===== src/rtl/intr_event_collector.sv =====
// Per-source interrupt event collector: synchronizes raw events, holds a level request
// until acknowledged, enforces a post-ack holdoff and counts overflowed events.
module intr_event_collector #(
  parameter int                 NUM_SRC        = 4,
  parameter int                 SYNC_STAGES    = 2,
  parameter logic [NUM_SRC-1:0] EDGE_MODE      = {NUM_SRC{1'b1}},
  parameter int                 HOLDOFF_CYCLES = 4,
  parameter int                 CNT_WIDTH      = 8
) (
  input  logic                           ACLK,
  input  logic                           ARESET,
  input  logic [NUM_SRC-1:0]             src_in,
  input  logic [NUM_SRC-1:0]             src_en,
  input  logic [NUM_SRC-1:0]             intr_ack,
  input  logic                           ovf_clr,
  output logic [NUM_SRC-1:0]             intr_out,
  output logic [NUM_SRC*CNT_WIDTH-1:0]   ovf_cnt,
  output logic                           any_pending
);

  typedef enum logic [1:0] {IDLE, PENDING, HOLDOFF} state_t;

  logic [SYNC_STAGES-1:0] sync_q  [NUM_SRC];
  state_t                 state_q [NUM_SRC];
  state_t                 state_d [NUM_SRC];
  logic [7:0]             hold_q  [NUM_SRC];
  logic [7:0]             hold_d  [NUM_SRC];
  logic [CNT_WIDTH-1:0]   cnt_q   [NUM_SRC];
  logic [CNT_WIDTH-1:0]   cnt_d   [NUM_SRC];

  logic [NUM_SRC-1:0] sync_out;
  logic [NUM_SRC-1:0] hist_q;
  logic [NUM_SRC-1:0] qual_evt;
  logic [NUM_SRC-1:0] defer_q;
  logic [NUM_SRC-1:0] defer_d;
  logic [NUM_SRC-1:0] intr_d;
  logic [NUM_SRC-1:0] inc;
  logic [NUM_SRC-1:0] defer_next;

  // Edge sources fire once per rising synchronized level; level sources fire every cycle.
  always_comb begin
    sync_out = '0;
    for (int i = 0; i < NUM_SRC; i++) begin
      sync_out[i] = sync_q[i][SYNC_STAGES-1];
    end
  end

  assign qual_evt = (sync_out & (~hist_q | ~EDGE_MODE)) & src_en;

  always_comb begin
    // NOTE: every combinational output gets a default first so no path can infer a latch.
    inc        = '0;
    defer_next = '0;
    defer_d    = defer_q;
    for (int i = 0; i < NUM_SRC; i++) begin
      state_d[i] = state_q[i];
      hold_d[i]  = hold_q[i];
      unique case (state_q[i])
        IDLE: begin
          if (qual_evt[i]) state_d[i] = PENDING;
        end
        PENDING: begin
          if (intr_ack[i]) begin
            // An event coincident with the ack is deferred rather than counted.
            state_d[i] = HOLDOFF;
            hold_d[i]  = 8'(HOLDOFF_CYCLES);
            defer_d[i] = qual_evt[i];
          end else begin
            inc[i] = qual_evt[i] & EDGE_MODE[i];
          end
        end
        HOLDOFF: begin
          inc[i]        = qual_evt[i] & defer_q[i] & EDGE_MODE[i];
          defer_next[i] = defer_q[i] | qual_evt[i];
          if (hold_q[i] == 8'd1) begin
            state_d[i] = defer_next[i] ? PENDING : IDLE;
            defer_d[i] = 1'b0;
          end else begin
            hold_d[i]  = hold_q[i] - 8'd1;
            defer_d[i] = defer_next[i];
          end
        end
        default: state_d[i] = IDLE;
      endcase

      // Clear takes priority over a simultaneous increment.
      if (ovf_clr)                               cnt_d[i] = '0;
      else if (inc[i] && (cnt_q[i] != '1))       cnt_d[i] = cnt_q[i] + CNT_WIDTH'(1);
      else                                       cnt_d[i] = cnt_q[i];

      intr_d[i] = (state_d[i] == PENDING);
    end
  end

  // NOTE: sequential state uses non-blocking assignments so all flops update from pre-edge values.
  always_ff @(posedge ACLK) begin
    if (ARESET) begin
      for (int i = 0; i < NUM_SRC; i++) begin
        sync_q[i]  <= '0;
        state_q[i] <= IDLE;
        hold_q[i]  <= '0;
        cnt_q[i]   <= '0;
      end
      hist_q      <= '0;
      defer_q     <= '0;
      intr_out    <= '0;
      any_pending <= 1'b0;
    end else begin
      for (int i = 0; i < NUM_SRC; i++) begin
        sync_q[i]  <= {sync_q[i][SYNC_STAGES-2:0], src_in[i]};
        state_q[i] <= state_d[i];
        hold_q[i]  <= hold_d[i];
        cnt_q[i]   <= cnt_d[i];
      end
      hist_q      <= sync_out;
      defer_q     <= defer_d;
      intr_out    <= intr_d;
      any_pending <= |intr_d;
    end
  end

  for (genvar g = 0; g < NUM_SRC; g++) begin : g_ovf
    assign ovf_cnt[g*CNT_WIDTH +: CNT_WIDTH] = cnt_q[g];
  end

endmodule


===== config.mk =====
export PLATFORM = sky130hd
export DESIGN_NAME = intr_event_collector
export DESIGN_NICKNAME = d
export VERILOG_FILES = /design/src/rtl/intr_event_collector.sv
export SDC_FILE = /design/constraint.sdc
export NUM_CORES = 1
export LEC_CHECK = 0
export ABC_CLOCK_PERIOD_IN_PS = 3400
export CELL_PAD_IN_SITES_DETAIL_PLACEMENT = 0
export CELL_PAD_IN_SITES_GLOBAL_PLACEMENT = 1
export CORE_MARGIN = 2
export CORE_UTILIZATION = 42
export CTS_CLUSTER_DIAMETER = 120
export DETAILED_ROUTE_END_ITERATION = 6
export PLACE_DENSITY = 0.88
export SYNTH_ARGS = -nofsm -noshare
export SYNTH_HDL_FRONTEND = slang
export SYNTH_SLANG_ARGS = --single-unit

===== constraint.sdc =====
create_clock -name ACLK -period 3.4 [get_ports ACLK]
set_input_delay 0.51 -clock ACLK [delete_from_list [all_inputs] [get_ports ACLK]]
set_output_delay 0.51 -clock ACLK [all_outputs]
set_load 0.02 [all_outputs]

==> results_dict.tcl <==
set metrics [dict create \
    status "completed" \
    grt_pass1_vias 3526 \
    yosysWarningCount 0 \
    hold_depth 1 \
    cts_tree "yes" \
    grt_max_degree 33 \
    crit_type "register to register" \
    postCtsHoldBufs 0 \
    clk_pin_slew_ns 0.10 \
    crit_required_ns 3.62 \
    postCtsSetupBuffers 0 \
    core_area_um2 10900 \
    busiest_layer "met2" \
    syn-num-nets 583 \
    fin_ws_ns 1.27 \
    layout_commonest_cell "dfxtp_1" \
    floorplan.initialDensity_pct 43.1 \
    ioPinCount 52 \
    grt_util_met3_pct 3.85 \
    timing_hold_violations_final 0 \
    met2_usage_pct 26.6 \
    ys_top_cells_by_area "dfxtp_1 (40%), ha_1 (7.5%), nor2_1 (6.4%), xnor2_1 (5.2%), xor2_1 (3.9%)" \
    r2r-start "state_q[0][0]" \
    dieHeight_um 110 \
    num_rows 38 \
    fin_nets 631 \
    min_period_ns 2.13 \
    drc 0 \
    detail_route.iter0.violations 171 \
    dp_hpwl_mm 6.84 \
    grt_setup_unrepaired "false" \
    ys_dominant_reg_cell "dfxtp_1" \
    dp_slack_ns 1.00 \
    synth-edff-count 0 \
    htreeDepth 3 \
    vias_per_cell 5.10 \
    cts_root_buf "clkbuf_8" \
    drt.antenna.violating_nets 0 \
    synth_seq_cells 93 \
    drive_gt1_share_pct 6.41 \
    gp_congestion 0.861 \
    syn_area_um2 4690 \
    p_leak_nw 1.94 \
    detail_route.wl_per_cell_um 12.5 \
    cts.path.max_buffers 2 \
    min-delay-start "sync_q[3][0]" \
    crit_arrival_ns 2.36 \
    final.setup.tns_ns 0 \
    ctsResizeCount 0 \
    use_met1_pct 21.5 \
    syn_area_per_cell_um2 8.69 \
    clock_sinks 93 \
    dieWidth_um 110 \
    first_pass_iters 4 \
    gr-usage-all-layers_pct 16.4 \
    dieArea_um2 12000 \
    drv_slew 0 \
    insertedDiodeCount 0 \
    synth_top_area_share_pct 39.7 \
    crit_start "state_q[0][0]" \
    endpoint_kind "register" \
    slew_headroom_pct 51.6 \
    start_kind "register" \
    period_share_pct 62.7 \
    wl_mm 9.15 \
    cts_buffers 9 \
    final_cell_mix "dfxtp_1 (93), nor2_1 (80), clkdlybuf4s50_1 (51), inv_1 (31)" \
    port_buffers 51 \
    finalClockSkew_ns 0.0108 \
    async_flop_share_pct 0 \
    reg2reg_depth 7 \
    worst_pin_slew_ns 0.723 \
    syn_to_final_growth_pct 17.4 \
    setup_viol 0 \
    min_path_type "register to register" \
    ir_worst_vdd_v 0.000261 \
    grt_pass1_wl_mm 15.7 \
    syn_inst 540 \
    hold_ws_ns 0.448 \
    vias 3735 \
    fmax_mhz 469 \
    overflow 0 \
    drv_cap 0 \
    path_max_fanout 8 \
    clk_latency_ns 0.36 \
    antenna_found_initial 0 \
    power.density_nw_per_um2 361 \
    yosysSeqAreaShare_pct 39.7 \
    yosysUniqueCellTypes 61 \
    synth_largest_area_cell "dfxtp_1" \
]
cell usage after synthesis, drive strengths merged (5+ instances only):
cell type / number
nand4: 5
or2: 8
nand2: 28
clkbuf: 11
nor3b: 8
ha: 28
nor3: 14
nand2b: 9
nand3: 23
xor2: 21
and3b: 5
nor2: 81
xnor2: 28
nor4: 14
buf: 6
dfxtp: 93
o211ai: 5
a31oi: 6
inv: 31
a21oi: 23
o21ai: 20
and2: 5
nor2b: 14
power by group:
| part | leakage (nW) | total, W | internal (W) | switching, W |
|---|---|---|---|---|
| Sequential | 0.752 | 0.00113 | 0.00111 | 0.0000186 |
| Combinational | 1.09 | 0.000159 | 0.0000702 | 0.0000885 |
| Clock | 0.0938 | 0.000697 | 0.000282 | 0.000415 |
layer usage:
layer	up-vias	routed length (um)
met2	62	4210
li1	1956	-
met3	4	339
met5	-	0
met4	0	46
met1	1713	4560
critical path, cell delays in order (launching register included):
cell and delay (ns):
dfxtp_1 0.42, inv_1 0.08, ha_1 0.30, and2_1 0.21, o211ai_1 0.56, nor3_1 0.17
xnor2_1 0.20, nor2_1 0.06
stage by stage:
stage / cell area (um2) / util (%) / total power, W / cells
floorplan: 4690 / - / 0.00127 / 540
global placement: 5320 / 48.9 / 0.00131 / 717
detailed placement: 5320 / 48.9 / 0.00131 / 717
CTS: 5510 / 50.6 / 0.00201 / 733
global route: 5510 / 50.6 / 0.00208 / 733
finish: 5510 / 50.6 / 0.00199 / 733
state kept, by name, summed over array words and instances, names as in the netlist:
| register | flops |
|---|---|
| hist_q | 4 |
| state_q | 8 |
| sync_q | 8 |
| intr_out | 4 |
| defer_q | 4 |
| hold_q | 32 |
| cnt_q | 32 |
| any_pending | 1 |
cell type report:
type / count / area, um2
clock inverter: 6 / 55.1
timing repair buffer: 54 / 533
multi-input combinational: 399 / 2640
fill: 1029 / 5380
sequential: 93 / 1860
tap: 140 / 175
inverter: 31 / 116
clock buffer: 10 / 128
cells by family (layout without fill, tap and decap cells):
group | after synthesis | after routing | synth area share [%]
AOI/OAI and AO/OA | 76 | 76 | 10.9
xor gates and xnor gates | 49 | 49 | 9.15
adders and majority gates | 28 | 28 | 7.47
buffers and inverters | 48 | 101 | 4.11
DFF | 93 | 93 | 39.7
muxes | 6 | 6 | 1.36
and+or+nand+nor | 240 | 240 | 27.3
final timing paths:
check	slack [ns]	endpoint
hold / removal	0.45	sync_q[3][1]
setup / recovery	1.27	cnt_q[0][3]
setup reg to reg	1.27	cnt_q[0][3]
hold reg to reg	0.45	sync_q[3][1]
(Power assumes the default switching activity.)
